--- config.mk ---
export PLATFORM = sky130hd
export DESIGN_NAME = leak_rx_64
export DESIGN_NICKNAME = d
export VERILOG_FILES = /design/src/rtl/leak_rx_64_pkg.sv /design/src/rtl/leak_key_store.sv /design/src/rtl/leak_rx_64.sv
export SDC_FILE = /design/constraint.sdc
export NUM_CORES = 1
export LEC_CHECK = 0
export ABC_AREA = 1
export BUFFER_PORTS_ARGS = -buffer_cell sky130_fd_sc_hd__buf_4
export CELL_PAD_IN_SITES_DETAIL_PLACEMENT = 0
export CELL_PAD_IN_SITES_GLOBAL_PLACEMENT = 1
export CORE_MARGIN = 3
export CORE_UTILIZATION = 29
export CTS_CLUSTER_DIAMETER = 40
export DETAILED_ROUTE_END_ITERATION = 7
export PLACE_DENSITY_LB_ADDON = 0.25
export SETUP_SLACK_MARGIN = 0.05
export SLEW_MARGIN = 30
export SYNTH_ARGS = -nofsm -noshare
export SYNTH_HDL_FRONTEND = slang
export SYNTH_HIERARCHICAL = 1
export SYNTH_SLANG_ARGS = --single-unit
--- constraint.sdc ---
create_clock -name clk -period 3 [get_ports clk]
set_input_delay 0.3 -clock clk [delete_from_list [all_inputs] [get_ports clk]]
set_output_delay 0.3 -clock clk [all_outputs]
set_load 0.1 [all_outputs]
--- src/rtl/leak_rx_64_pkg.sv ---
// leak_rx_64_pkg
//   Shared constants and types for the leak-symbol key receiver.
//   KEY_W/SYM_W/NSYM : default frame geometry (64-bit key, 2-bit symbols, 32 symbols)
//   CNT_W            : symbol counter width, wide enough to hold NSYM without wrapping
//   NSLOT/SLOT_W     : key-store depth and index width
//   state_t          : receiver FSM encoding
package leak_rx_64_pkg;
  localparam int KEY_W  = 64;
  localparam int SYM_W  = 2;
  localparam int NSYM   = KEY_W / SYM_W;
  localparam int CNT_W  = $clog2(NSYM + 1);
  localparam int NSLOT  = 4;
  localparam int SLOT_W = 2;

  typedef enum logic {
    IDLE    = 1'b0,
    COLLECT = 1'b1
  } state_t;
endpackage

--- src/rtl/leak_key_store.sv ---
// leak_key_store
//   Four-slot key store with per-slot valid bits.
//   clk, rst_all      : clock, synchronous active-high reset (clears valid bits only)
//   we, waddr, wdata  : registered write port
//   rd_idx            : read slot select
//   rd_key, rd_hit    : combinational read data / valid flag
//   A write is visible on the read port from the cycle after it is presented,
//   so a same-cycle read of the written slot returns the old contents.
module leak_key_store
  import leak_rx_64_pkg::*;
#(
  parameter int KEY_W = leak_rx_64_pkg::KEY_W
) (
  input  logic              clk,
  input  logic              rst_all,
  input  logic              we,
  input  logic [SLOT_W-1:0] waddr,
  input  logic [KEY_W-1:0]  wdata,
  input  logic [SLOT_W-1:0] rd_idx,
  output logic [KEY_W-1:0]  rd_key,
  output logic              rd_hit
);

  logic [NSLOT-1:0][KEY_W-1:0] mem;
  logic [NSLOT-1:0]            vld;

  always_ff @(posedge clk) begin
    if (rst_all)  vld        <= '0;
    else if (we)  vld[waddr] <= 1'b1;
  end

  // Data needs no reset: consumers qualify it with rd_hit.
  always_ff @(posedge clk) begin
    if (we) mem[waddr] <= wdata;
  end

  assign rd_key = mem[rd_idx];
  assign rd_hit = vld[rd_idx];

endmodule

--- src/rtl/leak_rx_64.sv ---
// leak_rx_64
//   Reassembles a KEY_W-bit key from NSYM leak symbols of SYM_W bits each,
//   LSB symbol first, and files completed keys into a 4-slot store by tag.
//   clk, rst_all        : clock, synchronous active-high reset
//   sym_valid, sym      : symbol stream; a gap mid-frame aborts the frame
//   sel_tag             : destination slot, sampled on the first symbol of a frame
//   key_out, key_tag    : last completed key and its tag
//   key_valid           : one-cycle pulse per completed frame
//   frame_err           : one-cycle pulse per aborted frame
//   busy                : high while collecting a frame
//   rd_idx, rd_key, rd_hit : combinational store read port
module leak_rx_64 #(
  parameter int KEY_W = leak_rx_64_pkg::KEY_W,
  parameter int SYM_W = leak_rx_64_pkg::SYM_W,
  parameter int NSYM  = KEY_W / SYM_W
) (
  input  logic             clk,
  input  logic             rst_all,
  input  logic             sym_valid,
  input  logic [SYM_W-1:0] sym,
  input  logic [1:0]       sel_tag,
  input  logic [1:0]       rd_idx,
  output logic [KEY_W-1:0] key_out,
  output logic             key_valid,
  output logic [1:0]       key_tag,
  output logic             frame_err,
  output logic             busy,
  output logic [KEY_W-1:0] rd_key,
  output logic             rd_hit
);
  import leak_rx_64_pkg::*;

  localparam int             CNT_W = $clog2(NSYM + 1);
  localparam logic [CNT_W-1:0] LAST = CNT_W'(NSYM - 1);

  state_t             state, state_nxt;
  logic [KEY_W-1:0]   shreg;
  logic [KEY_W-1:0]   shreg_nxt;
  logic [CNT_W-1:0]   cnt;
  logic [1:0]         tag_q;
  logic [1:0]         frame_tag;
  logic               last;

  // Every accepted symbol enters at the top and shifts right; after NSYM
  // symbols the first one has reached bits [SYM_W-1:0]. Stale bits below the
  // first symbol are shifted out before completion, so no clear is needed.
  assign shreg_nxt = {sym, shreg[KEY_W-1:SYM_W]};

  // cnt is 0 whenever the FSM is in IDLE, so one compare covers both states.
  assign last      = sym_valid && (cnt == LAST);
  assign frame_tag = (state == IDLE) ? sel_tag : tag_q;

  // State register
  always_ff @(posedge clk) begin
    if (rst_all) state <= IDLE;
    else         state <= state_nxt;
  end

  // Next-state logic
  always_comb begin
    state_nxt = state;
    case (state)
      IDLE:    if (sym_valid && !last) state_nxt = COLLECT;
      COLLECT: if (!sym_valid || last) state_nxt = IDLE;
      default: state_nxt = IDLE;
    endcase
  end

  // Output logic
  always_comb begin
    busy = (state == COLLECT);
  end

  // Frame datapath: counter, tag latch and registered result outputs.
  always_ff @(posedge clk) begin
    if (rst_all) begin
      cnt       <= '0;
      tag_q     <= '0;
      key_out   <= '0;
      key_tag   <= '0;
      key_valid <= 1'b0;
      frame_err <= 1'b0;
    end else begin
      key_valid <= 1'b0;
      frame_err <= 1'b0;
      if (sym_valid) begin
        if (state == IDLE) tag_q <= sel_tag;
        if (last) begin
          cnt       <= '0;
          key_out   <= shreg_nxt;
          key_tag   <= frame_tag;
          key_valid <= 1'b1;
        end else begin
          cnt <= cnt + CNT_W'(1);
        end
      end else if (state == COLLECT) begin
        cnt       <= '0;
        frame_err <= 1'b1;
      end
    end
  end

  always_ff @(posedge clk) begin
    if (sym_valid) shreg <= shreg_nxt;
  end

  // The store is written from the registered result during the key_valid
  // cycle, which gives the old-data read behaviour in that cycle.
  leak_key_store #(.KEY_W(KEY_W)) u_store (
    .clk    (clk),
    .rst_all(rst_all),
    .we     (key_valid),
    .waddr  (key_tag),
    .wdata  (key_out),
    .rd_idx (rd_idx),
    .rd_key (rd_key),
    .rd_hit (rd_hit)
  );

endmodule

# [After elaboration in Yosys (flattened, before gate mapping)]
# Index checks and enable logic that the tools add are counted.
[totals] word_cells=49 in_bits=9 out_inout_bits=134 ff_bits=401
[classes] n_addsub=1 muxes=18 eq_ne=1 bitwise_logic=3 magnitude_cmp=3 reduce_logical=10
[op_table] cell="$bwmux W256" n=1
[op_table] cell="$bmux W64 S2" n=1
[op_table] cell="$demux W64 S2" n=1
[op_table] cell="$mux W64" n=2
[op_table] cell="$mux W6" n=3
[op_table] cell="$add A6 B1 Y6 const B" n=1
[op_table] cell="$eq A6 B5 Y1 const B" n=1
[op_table] cell="$lt A2 B3 Y1 const B" n=2
[op_table] cell="$mux W1" n=6
[op_table] cell="$or A4 B4 Y4" n=1
[op_table] cell="$reduce_or A2 Y1" n=2
[op_table] cell="$logic_and A1 B1 Y1" n=3
[op_table] cell="$bmux W1 S2" n=1
[op_table] cell="$demux W1 S2" n=1
[op_table] cell="$ge A2 B1 Y1 const B" n=1
[op_table] cell="$logic_not A1 Y1" n=2
[op_table] cell="$mux W2" n=1
[op_table] cell="$not A1 Y1" n=2
[op_table] cell="$pmux W1 S2" n=1
[op_table] cell="$reduce_and A2 Y1" n=1
[op_table] cell="$reduce_bool A2 Y1" n=1
[op_table] cell="$logic_or A1 B1 Y1" n=1

# [Depth between registers and ports, before layout]
[logic_depth] word_depth=6 depth_mapped=9 depth_no_buf=7

# [Modules after synthesis]
# The synthesis kept the hierarchy.
[modules_own_cells] mod="leak_key_store" seq_area_each_um2=7767.4 area_each_um2=10974.3 instances=1 cells_per_inst=1035
[modules_own_cells] mod="leak_rx_64" seq_area_each_um2=3403.3 area_each_um2=5043.6 instances=1 cells_per_inst=550

# [Worst setup path after synthesis]
# Ideal clock, no wire load.
[synth_path] kind="register to register" startpoint="register key_tag[0] (netlist name)" endpoint="register u_store/mem[192] in the netlist's numbering (enable)" path_slack_ps=80 setup_time_ps=418 arrival_time_ps=2502 period_less_slack_ps=2920 path_buffers=0 t_required_ps=2582 stages_incl_launch_ff=3 cell_sequence="dfxtp_1 -> nand3_1 -> inv_1"
[synth_rtl] element="end signal: indexed assignment" line_no="leak_key_store.sv:34" text="if (we) mem[waddr] <= wdata;"
[synth_rtl] element="end: declaration" line_no="leak_key_store.sv:24" text="logic [NSLOT-1:0][KEY_W-1:0] mem;"

# [Worst setup path after layout]
[layout_path] startpoint="input rd_idx[1]" endpoint="output rd_key[12]"
[layout_between] elab_chain_len=2
[layout_lines] element="start: declaration" line_no="leak_rx_64.sv:22" text="input logic [1:0] rd_idx,"
[layout_lines] element="$bmux W64 S2" line_no="leak_key_store.sv:37" text="assign rd_key = mem[rd_idx];"
[layout_lines] element="$mux W64 (not written as such)" line_no="leak_key_store.sv:37"
[layout_lines] element="end: declaration" line_no="leak_rx_64.sv:28" text="output logic [KEY_W-1:0] rd_key,"
# Every way passes these cells. The select of a mux whose other input is x is not followed.

==> impl_metrics.json <==
{
  "outcome": "complete, no violations",
  "cts.repair.resized": 0,
  "starting_density_of_the_core_pct": 29.5,
  "h-tree-depth": 3,
  "port_buffers": 142,
  "postSynthCellCount": 1585,
  "reg2reg_depth": 3,
  "netlist_area_mm2": 0.0160,
  "remaining_drcs": 0,
  "setup_violations": 0,
  "drt-vias-per-instance": 4.14,
  "finalHoldViolCount": 0,
  "fin_skew_ns": 0.0190,
  "numCtsBuffers": 72,
  "die_area_mm2": 0.0581,
  "synthDistinctLibCells": 20,
  "worst_rel_slew_slack_pct": 37.8,
  "chipWidth_um": 241,
  "regArea_mm2": 0.0112,
  "synth_seq_area_share_pct": 69.7,
  "leakagePower_nw": 9.30,
  "total_stage_count_of_the_critical_path": 5,
  "setup.worst_path.class": "in2out",
  "timing.final.ws_setup_ns": 0.877,
  "clock_tree_from_tritoncts": "done",
  "vdd_ir_drop_max_mv": 0.380,
  "grt_remaining_overflow": 0,
  "maximum_number_of_pins_on_one_net_before_global_route_repair": 132,
  "layout-drive-gt1-share_pct": 16.1,
  "multi_input_comb_area_mm2": 0.00314,
  "post_synth_main_area_contributors": "edfxtp_1 (60%), nand2_1 (11%), dfxtp_1 (10%)",
  "die_h_um": 241,
  "worst-endpoint-arrival_ns": 1.82,
  "aggregate_routed_wire_length_um": 38400,
  "top_signal_layer_used": "met4",
  "clock_sinks": 399,
  "synth.largest_area_cell": "edfxtp_1",
  "type_of_destination_of_the_critical_path": "output port",
  "drt-wirelength-per-cell_um": 15.3,
  "slew_violations": 0,
  "design.core.area_mm2": 0.0542,
  "first_global_vias": 10156,
  "gpl.final_weighted_congestion": 0.689,
  "nets": 1762,
  "layout_min_cycle_time_ns": 2.12,
  "met3_length_um": 1870,
  "worstHoldPathType": "in2reg",
  "grt_setup_unrepaired": "false",
  "cp-start-kind": "input pin",
  "cp_max_fo": 65,
  "antenna_found_initial": 1,
  "fill_cells": 5339,
  "first_pass_iters": 4,
  "cp_slowest_cell": "buf_4",
  "clk_root_buffer_cell": "clkbuf_16",
  "worst_path_most_repeated_cell": "buf_4",
  "yosys_warnings": 6,
  "synth_top_cell_area_share_pct": 59.6,
  "pre_cts_ws_ns": 0.836,
  "synth.net_count": 1595,
  "required_time_of_the_worst_setup_path_ns": 2.70,
  "areaGrowthSynthToFinish_pct": 26.5,
  "antenna_left": 0,
  "worst_hold_path.num_cells": 3,
  "power_density_mw_per_mm2": 743,
  "yosys_reg_bits": 399,
  "vias": 10388,
  "grt_first_pass_wirelength_um": 59600,
  "dp_hpwl_um": 22200,
  "clkLatencyLatePin_ns": 0.58,
  "groute.usage.overall_pct": 13.4,
  "worst_slew_pin_slew_ns": 0.933,
  "critical_path.max_stage_delay_ns": 0.71,
  "wire_length_on_met2_um": 17700,
  "fmax_mhz": 471,
  "maxCapViolCount": 0,
  "period_share_pct": 70.8,
  "syn-mean-instance-area_um2": 10.1,
  "drt_first_iter_violations": 670,
  "cp.buffers_inverters": 3,
  "critical_path.cell_chain": "buf_4, buf_4, nand3_1, nand2_1, buf_4",
  "timing.setup.tns_ns": 0,
  "met1Wirelength_um": 18200,
  "critical-path-top-delay-family": "buffers and inverters",
  "cts.reportedPaths.clkPinSlew_ns": 0.05,
  "cts_setup_buffers": 0,
  "cts.path.max_buffers": 3,
  "rows": 85,
  "io-pin-count": 143
}
## worst reg2reg max path: cells and delay by family, from the launching register on
kind | cells | cell delay [ns]
simple gates | 1 | 0.16
flops | 1 | 0.45
buf+inv | 2 | 0.84
## logic make-up after synthesis
logic type	Yosys count	synth area share, %
simple gates	756	18.9
buf+inv	412	10.7
compound gates	16	0.531
flops	399	69.7
fa+ha+maj	1	0.0781
xor+xnor	1	0.0547
## registers in the layout, summed over array words and instances (netlist names)
name	cells
u_store/mem	256
u_store/vld	4
key_valid	1
tag_q	2
frame_err	1
shreg	62
cnt	6
key_out	64
key_tag	2
busy	1
## per-layer routing
| metal | up-vias | track usage (%) |
|---|---|---|
| met2 | 177 | 21.3 |
| met1 | 4905 | 17.9 |
| met3 | 51 | 3.44 |
| met4 | 0 | 4.47 |
| li1 | 5255 | - |
| met5 | - | 0 |
## power by group
group	switching (mW)	total, mW	internal [mW]
Clock	2.95	8.16	5.21
Combinational	0.726	0.890	0.164
Sequential	0.0294	6.00	5.98
Total	3.70	15.1	11.4
## path summary, 6_finish.rpt
kind                                 start               end  slack (ns)
worst min register to register   shreg[45]         shreg[43]        0.44
worst max-delay path             rd_idx[1]        rd_key[12]        0.88
worst max register to register  key_tag[0]  u_store/mem[120]        1.15
worst min-delay path            sel_tag[0]          tag_q[0]        0.04
## repair_timing
item | 4_1_cts | 5_1_grt
hold buffers | 3 | 0
endpoints found under the hold margin | 8 | 0
endpoints found under the setup margin | 0 | 0
## through the flow
| step | instance area, µm² | hold WS [ns] | total power, mW | instances | utilization [%] |
|---|---|---|---|---|---|
| finish | 20300 | 0.0421 | 15.1 | 2508 | 37.3 |
| floorplan | 16000 | 0.369 | 6.78 | 1585 | - |
| detailed placement | 17800 | 0.436 | 7.01 | 2371 | 32.7 |
| global placement | 17800 | 0.429 | 7.01 | 2371 | 32.7 |
| global route | 20300 | 0.0771 | 15.6 | 2507 | 37.3 |
| CTS | 20300 | 0.00606 | 15.3 | 2507 | 37.3 |
## layout by cell type (no fill, tap or decap), types with 2 or more instances in the layout
master,instances
dfxtp_1,81
clkinv_4,8
dlygate4sd3_1,3
inv_1,339
clkbuf_8,4
nor2_1,136
clkinv_2,11
edfxtp_1,318
buf_4,148
o22ai_1,2
a21oi_1,7
clkbuf_1,4
o21ai_0,6
inv_8,3
inv_6,14
clkinvlp_4,11
clkinv_1,3
clkbuf_16,72
nand2_1,478
bufinv_16,7
nand3_1,138
buf_12,8
## synth_stat cells, drive strengths merged
cell type and count:
nand2 479, inv 346, edfxtp 318, nand3 139, nor2 137, dfxtp 81, buf 52, clkbuf 14
a21oi 7, o21ai 6, o22ai 2, ha 1, nand4 1, o21bai 1, xor2 1
## area by class of cell
| cell class | instances | share of cell area [%] |
|---|---|---|
| sequential | 399 | 55.1 |
| multi-input combinational | 774 | 15.5 |
| clock buffer | 80 | 9.24 |
| inverter | 346 | 6.46 |
| timing repair buffer | 159 | 6.42 |
| tap | 696 | 4.30 |
| clock inverter | 53 | 2.92 |
| antenna | 1 | 0.0124 |
Power figures use the tool's default switching activity.
